### src/rtl/exu_mdu_pkg.sv
// Shared constants for the EX-stage multiply/divide unit: M-extension funct3 codes and FSM states.
// Optional divider is controlled by the MDU_DIV_EN macro (left undefined by default).
package exu_mdu_pkg;

    localparam logic [2:0] INST_MUL    = 3'b000;
    localparam logic [2:0] INST_MULH   = 3'b001;
    localparam logic [2:0] INST_MULHSU = 3'b010;
    localparam logic [2:0] INST_MULHU  = 3'b011;
    localparam logic [2:0] INST_DIV    = 3'b100;
    localparam logic [2:0] INST_DIVU   = 3'b101;
    localparam logic [2:0] INST_REM    = 3'b110;
    localparam logic [2:0] INST_REMU   = 3'b111;

    typedef enum logic [1:0] {
        MDU_IDLE = 2'd0,
        MDU_MUL  = 2'd1,
        MDU_DIV  = 2'd2,
        MDU_DONE = 2'd3
    } mdu_state_e;

    // funct3[2] separates div/rem from mul; funct3[0] marks the unsigned variants; funct3[1] selects rem
    function automatic logic is_div_op(input logic [2:0] op);
        return op[2];
    endfunction

    function automatic logic is_signed_div(input logic [2:0] op);
        return !op[0];
    endfunction

    function automatic logic is_rem_op(input logic [2:0] op);
        return op[1];
    endfunction

endpackage

### src/rtl/exu_div_iter.sv
// Iterative restoring divider on unsigned magnitudes: one quotient bit per enabled cycle.
// Only instantiated when MDU_DIV_EN is defined.
module exu_div_iter #(
    parameter int XLEN = 32
) (
    input  logic            clk,
    input  logic            rst,
    input  logic            start,
    input  logic            enable,
    input  logic [XLEN-1:0] dividend,
    input  logic [XLEN-1:0] divisor,
    output logic            done,
    output logic [XLEN-1:0] quotient,
    output logic [XLEN-1:0] remainder
);

    localparam int CNT_W = $clog2(XLEN);

    logic [CNT_W-1:0] count;
    logic [XLEN-1:0]  quo_q;
    logic [XLEN-1:0]  rem_q;
    logic [XLEN-1:0]  dvs_q;
    logic [XLEN:0]    rem_shift;
    logic [XLEN:0]    diff;

    // quotient/remainder are this iteration's results; on the done cycle they are final
    always_comb begin
        rem_shift = {rem_q, quo_q[XLEN-1]};
        diff      = rem_shift - {1'b0, dvs_q};
        if (!diff[XLEN]) begin
            quotient  = {quo_q[XLEN-2:0], 1'b1};
            remainder = diff[XLEN-1:0];
        end else begin
            quotient  = {quo_q[XLEN-2:0], 1'b0};
            remainder = rem_shift[XLEN-1:0];
        end
        done = enable && (count == '0);
    end

    always_ff @(posedge clk or posedge rst) begin
        if (rst) begin
            count <= '0;
        end else if (start) begin
            count <= CNT_W'(XLEN - 1);
        end else if (enable && (count != '0)) begin
            count <= count - 1'b1;
        end
    end

    always_ff @(posedge clk) begin
        if (start) begin
            quo_q <= dividend;
            rem_q <= '0;
            dvs_q <= divisor;
        end else if (enable) begin
            quo_q <= quotient;
            rem_q <= remainder;
        end
    end

endmodule

### src/rtl/exu_mdu.sv
// EX-stage multi-cycle multiply/divide unit (RV M-extension) with request/response handshakes.
// Define MDU_DIV_EN to compile in the iterative divider; otherwise div/rem return zero.
module exu_mdu
    import exu_mdu_pkg::*;
#(
    parameter int XLEN           = 32,
    parameter int REG_ADDR_WIDTH = 5
) (
    input  logic                      clk,
    input  logic                      rst,
    input  logic                      req_valid_i,
    output logic                      req_ready_o,
    input  logic [2:0]                req_op_i,
    input  logic [XLEN-1:0]           req_op1_i,
    input  logic [XLEN-1:0]           req_op2_i,
    input  logic [REG_ADDR_WIDTH-1:0] req_waddr_i,
    input  logic                      flush_i,
    output logic                      resp_valid_o,
    input  logic                      resp_ready_i,
    output logic [XLEN-1:0]           resp_data_o,
    output logic [REG_ADDR_WIDTH-1:0] resp_waddr_o,
    output logic                      busy_o
);

    mdu_state_e state;
    mdu_state_e state_next;

    logic                      accept;
    logic [2:0]                op_q;
    logic [XLEN-1:0]           op1_q;
    logic [XLEN-1:0]           op2_q;
    logic [REG_ADDR_WIDTH-1:0] waddr_q;

    logic                      load_resp;
    logic [XLEN-1:0]           resp_next;
    logic [REG_ADDR_WIDTH-1:0] waddr_next;

    logic signed [XLEN:0]      mul_a;
    logic signed [XLEN:0]      mul_b;
    logic signed [2*XLEN-1:0]  product;
    logic [XLEN-1:0]           mul_result;

    function automatic logic [XLEN-1:0] apply_sign(input logic [XLEN-1:0] value, input logic neg);
        return neg ? -value : value;
    endfunction

    assign req_ready_o  = (state == MDU_IDLE) && !flush_i;
    assign accept       = req_valid_i && req_ready_o;
    assign busy_o       = (state != MDU_IDLE);
    assign resp_valid_o = (state == MDU_DONE);

    // Operands are extended to XLEN+1 bits so one signed multiplier serves all four mul ops;
    // only the low 2*XLEN product bits are ever selected.
    always_comb begin
        mul_a      = {(op_q != INST_MULHU) & op1_q[XLEN-1], op1_q};
        mul_b      = {((op_q == INST_MUL) || (op_q == INST_MULH)) & op2_q[XLEN-1], op2_q};
        product    = (2*XLEN)'(mul_a) * (2*XLEN)'(mul_b);
        mul_result = (op_q == INST_MUL) ? product[XLEN-1:0] : product[2*XLEN-1:XLEN];
    end

`ifdef MDU_DIV_EN
    logic            div_signed;
    logic            div_rem;
    logic            op1_neg;
    logic            op2_neg;
    logic            div_by_zero;
    logic            div_overflow;
    logic            div_special;
    logic [XLEN-1:0] op1_mag;
    logic [XLEN-1:0] op2_mag;
    logic [XLEN-1:0] special_result;
    logic [XLEN-1:0] div_quotient;
    logic [XLEN-1:0] div_remainder;
    logic [XLEN-1:0] div_result;
    logic            neg_quo_q;
    logic            neg_rem_q;
    logic            rem_sel_q;
    logic            div_start;
    logic            div_done;

    // Special cases are resolved straight from the request so they never enter the iterator
    always_comb begin
        div_signed   = is_signed_div(req_op_i);
        div_rem      = is_rem_op(req_op_i);
        op1_neg      = div_signed && req_op1_i[XLEN-1];
        op2_neg      = div_signed && req_op2_i[XLEN-1];
        op1_mag      = apply_sign(req_op1_i, op1_neg);
        op2_mag      = apply_sign(req_op2_i, op2_neg);
        div_by_zero  = (req_op2_i == '0);
        div_overflow = div_signed && (req_op1_i == {1'b1, {(XLEN-1){1'b0}}}) && (&req_op2_i);
        div_special  = div_by_zero || div_overflow;
        if (div_by_zero) begin
            special_result = div_rem ? req_op1_i : '1;
        end else begin
            special_result = div_rem ? '0 : req_op1_i;
        end
        div_result = rem_sel_q ? apply_sign(div_remainder, neg_rem_q)
                               : apply_sign(div_quotient, neg_quo_q);
    end

    assign div_start = accept && is_div_op(req_op_i) && !div_special;

    exu_div_iter #(
        .XLEN(XLEN)
    ) u_div (
        .clk      (clk),
        .rst      (rst),
        .start    (div_start),
        .enable   (state == MDU_DIV),
        .dividend (op1_mag),
        .divisor  (op2_mag),
        .done     (div_done),
        .quotient (div_quotient),
        .remainder(div_remainder)
    );

    always_ff @(posedge clk) begin
        if (accept) begin
            neg_quo_q <= op1_neg ^ op2_neg;
            neg_rem_q <= op1_neg;
            rem_sel_q <= div_rem;
        end
    end
`endif

    always_comb begin
        state_next = state;
        load_resp  = 1'b0;
        resp_next  = '0;
        waddr_next = waddr_q;
        case (state)
            MDU_IDLE: begin
                if (accept) begin
                    waddr_next = req_waddr_i;
                    if (!is_div_op(req_op_i)) begin
                        state_next = MDU_MUL;
                    end else begin
`ifdef MDU_DIV_EN
                        if (div_special) begin
                            state_next = MDU_DONE;
                            load_resp  = 1'b1;
                            resp_next  = special_result;
                        end else begin
                            state_next = MDU_DIV;
                        end
`else
                        state_next = MDU_DONE;
                        load_resp  = 1'b1;
`endif
                    end
                end
            end
            MDU_MUL: begin
                state_next = MDU_DONE;
                load_resp  = 1'b1;
                resp_next  = mul_result;
            end
            MDU_DIV: begin
`ifdef MDU_DIV_EN
                if (div_done) begin
                    state_next = MDU_DONE;
                    load_resp  = 1'b1;
                    resp_next  = div_result;
                end
`else
                state_next = MDU_IDLE;
`endif
            end
            MDU_DONE: begin
                if (resp_ready_i) begin
                    state_next = MDU_IDLE;
                end
            end
            default: state_next = MDU_IDLE;
        endcase
        // flush wins over both handshakes and discards any result being produced
        if (flush_i) begin
            state_next = MDU_IDLE;
            load_resp  = 1'b0;
        end
    end

    always_ff @(posedge clk or posedge rst) begin
        if (rst) begin
            state <= MDU_IDLE;
        end else begin
            state <= state_next;
        end
    end

    always_ff @(posedge clk or posedge rst) begin
        if (rst) begin
            resp_data_o  <= '0;
            resp_waddr_o <= '0;
        end else if (load_resp) begin
            resp_data_o  <= resp_next;
            resp_waddr_o <= waddr_next;
        end
    end

    always_ff @(posedge clk) begin
        if (accept) begin
            op_q    <= req_op_i;
            op1_q   <= req_op1_i;
            op2_q   <= req_op2_i;
            waddr_q <= req_waddr_i;
        end
    end

endmodule

### config.mk
export PLATFORM = sky130hd
export DESIGN_NAME = exu_mdu
export DESIGN_NICKNAME = d
export VERILOG_FILES = /design/src/rtl/exu_mdu_pkg.sv /design/src/rtl/exu_div_iter.sv /design/src/rtl/exu_mdu.sv
export SDC_FILE = /design/constraint.sdc
export NUM_CORES = 2
export LEC_CHECK = 0
export CORE_AREA = 2 2 241 303
export CTS_CLUSTER_SIZE = 24
export DETAILED_ROUTE_END_ITERATION = 16
export DIE_AREA = 0 0 243 305
export PLACE_DENSITY = 0.86
export SYNTH_ARGS = -nofsm -noshare
export SYNTH_HDL_FRONTEND = slang
export SYNTH_SLANG_ARGS = --single-unit
### constraint.sdc
create_clock -name clk -period 23.1 [get_ports clk]
set_clock_uncertainty 0.1 [all_clocks]
set_input_delay 4.62 -clock clk [delete_from_list [all_inputs] [get_ports clk]]
set_output_delay 4.62 -clock clk [all_outputs]
set_load 0.05 [all_outputs]
==> flow_summary.ini <==
[setup_path]
cpMostUsedCell = clkdlybuf4s50_1
crit_chain = clkdlybuf4s50_1 -> nor3_1 -> clkdlybuf4s50_1
r2r_slack_ns = 13.93
setup.worst_path.end_class = output port
cp-start-kind = input port
arrival_ns = 6.18
slowest_stage = clkdlybuf4s50_1
critPathKind = input port to output port
rr_endpoint = resp_data_o[30]
r2r_cells = 25
max_stage_delay_ns = 0.87
worstPathMaxFanout = 4
r2r_start = op1_q[31]
cp.required_ns = 18.38

[layout]
drive_gt1_frac = 0.03027
nets = 5770
diodes = 0
synthToLayoutAreaGrowth_pct = 5.524

[floorplan]
coreArea_um2 = 71290
die_h_um = 305
io_pins = 117
die_w_um = 243
die_area_um2 = 74120
start_util = 0.5845
fp-row-count = 110

[timing]
tightest_slew_ns = 1.105
report.final.slew_viol_count = 0
worst_slack_ns = 12.20
period_share = 0.4719
min_period_ns = 10.90
clock.fmax_ghz = 0.09173
hold_violations = 0
rsz0062_at_grt = no
setup_tns_ns = 0
max_slew_margin = 0.2632
finalSetupViolCount = 0

[placement]
place_ws_ns = 12.19
port_buffers = 116
place_hpwl_um = 87740
globalplace.congestion = 0.9745

[cts]
post_cts_buffers = 0
htree_num_levels = 3
cts_sinks = 111
post_cts_resized = 0
cts_hold_buffers = 0
cts_root_buf = clkbuf_16
clkLatencyLatePin_ns = 0.42
cts_tree = yes
clkSlewWorstSetupHoldPaths_ns = 0.11
clk_path_buf_depth = 2
cts_inserted_buffers = 9

[drt]
wire_per_inst_um = 20.19
vias_per_cell = 5.754
vias = 30570
final_antenna_net_count = 0
firstDrtPassIters = 6
drtIter0Drc = 2152
drc = 0
wl_um = 107200

[yosys]
synth_fp_nets = 5805
synthAdderAreaFrac = 0.6041
yosysTopAreaCell = fa_1
synth.distinct_cells = 76
synth_xor_area_frac = 0.01492
ys_seq_area_frac = 0.07410
synth_seq_cells = 111
synth_top_family_by_area = adder cells
synthTopCellsByArea = fa_1 (54%), inv_1 (9.8%), nand2_1 (7.1%)
synth_top_area_share = 0.5404
synthSimpleGateAreaFrac = 0.1411
synth_ff_type = edfxtp_1
yosys_warnings = 0
async_flop_share = 0.3514
synthMuxAreaShare = 0.003693
synth_edf_count = 67
synth_compound_area_frac = 0.04209
synth_cells = 4391
syn-mean-instance-area_um2 = 9.491
syn_area_um2 = 41670

[min_path]
holdPathEnd = waddr_q[1]
hold_path_class = flop to flop
worstHoldStart = waddr_q[1]
worstHoldPathCells = 1

[grt]
grt_pass1_vias = 35090
antenna_found_initial = 2
groute.usage.overall = 0.3065
grt_pass1_wl_um = 176900
grt_max_degree = 50
grt.overflow.total = 0

[status]
status = complete, no violations

[run]
drv_cap = 0
final cells by class:
class	count	area (um^2)
clock buffers	9	225.2
clock inverters	7	103.9
fillers	5592	27320
inverters	1093	4103
multi-input cells	2956	33590
flip-flops and latches	111	3088
well taps	952	1191
repair buffers	185	1679
critical path: cells and delay by family:
family | cells | cell delay, ns
buffers and inverters | 2 | 1.32
AND/OR/NAND/NOR | 1 | 0.24
per-layer routing:
layer | share of wire | vias to the layer above | global-route usage
met1 | 0.32 | 15780 | 0.3360
li1 | - | 12590 | -
met4 | 0.082 | 2 | 0.2156
met5 | 0.00010 | - | 0
met2 | 0.53 | 1584 | 0.5470
met3 | 0.067 | 620 | 0.04244
sequential cells by signal (all words and copies together), names as in the netlist:
signal and flops:
op1_q 32, state 2, waddr_q 5, op_q 3, resp_waddr_o 5, op2_q 32
resp_data_o 32
cell families (layout without fill, tap and decap cells):
kind of cell	count (synthesis)	after routing
fa+ha+maj	1337	1337
buf+inv	1324	1294
simple gates	1278	1278
compound gates	256	256
flops	111	111
xor+xnor	71	71
mux	14	14
cell usage in the layout (no fill, tap or decap), drive strengths merged, types with 16 or more instances in the layout:
master,netlist,final
a21o,23,23
a21oi,61,61
a22oi,23,23
and2,326,326
buf,18,69
clkdlybuf4s50,0,116
dfrtp,39,39
edfxtp,67,67
fa,1125,1125
ha,212,212
inv,1093,1099
nand2,789,789
nand3,16,16
nand4,16,16
nor2,64,64
o21ai,69,69
xnor2,43,43
xor2,28,28
Yosys cell counts (4+ instances only):
cell type,n
clkbuf_1,213
xor2_1,28
or2_2,13
a31oi_1,7
fa_1,1125
nand4_1,16
o21ai_2,4
dfrtp_1,39
a21o_1,23
and3_1,7
mux2_2,10
nor2b_1,5
o221ai_1,4
o21ai_1,9
buf_2,14
nand3_1,16
o21ai_0,55
a21oi_1,57
dfxtp_1,5
o21a_1,7
edfxtp_1,67
o21bai_1,10
a22oi_1,23
nand2_1,788
a211oi_1,8
nor3_1,13
inv_1,1093
xnor2_1,43
ha_1,212
nor2_1,63
nand2b_1,8
and2_1,326
a221oi_1,8
a21boi_0,5
through the flow:
step | instance area (um^2) | utilization | hold WS [ns] | instances
after floorplan | 41670 | - | 0.3481 | 4391
after global placement | 43650 | 0.6122 | 0.3537 | 5297
after detailed placement | 43650 | 0.6122 | 0.3628 | 5297
after CTS | 43980 | 0.6168 | 0.3897 | 5313
after global routing | 43980 | 0.6168 | 0.4003 | 5313
final | 43980 | 0.6168 | 0.3833 | 5313
how the worst max path moves through the flow:
stage,start,end,slack [ns],cells after the start
finish,flush_i,req_ready_o,12.20,3
global route,flush_i,req_ready_o,12.13,3
global placement,flush_i,req_ready_o,12.23,3
detailed placement,flush_i,req_ready_o,12.19,3
floorplan,flush_i,req_ready_o,12.68,1
CTS,flush_i,req_ready_o,12.19,3
Power is not shown: default switching activity piles up to over one toggle a cycle in this logic, so the estimate is an artifact.
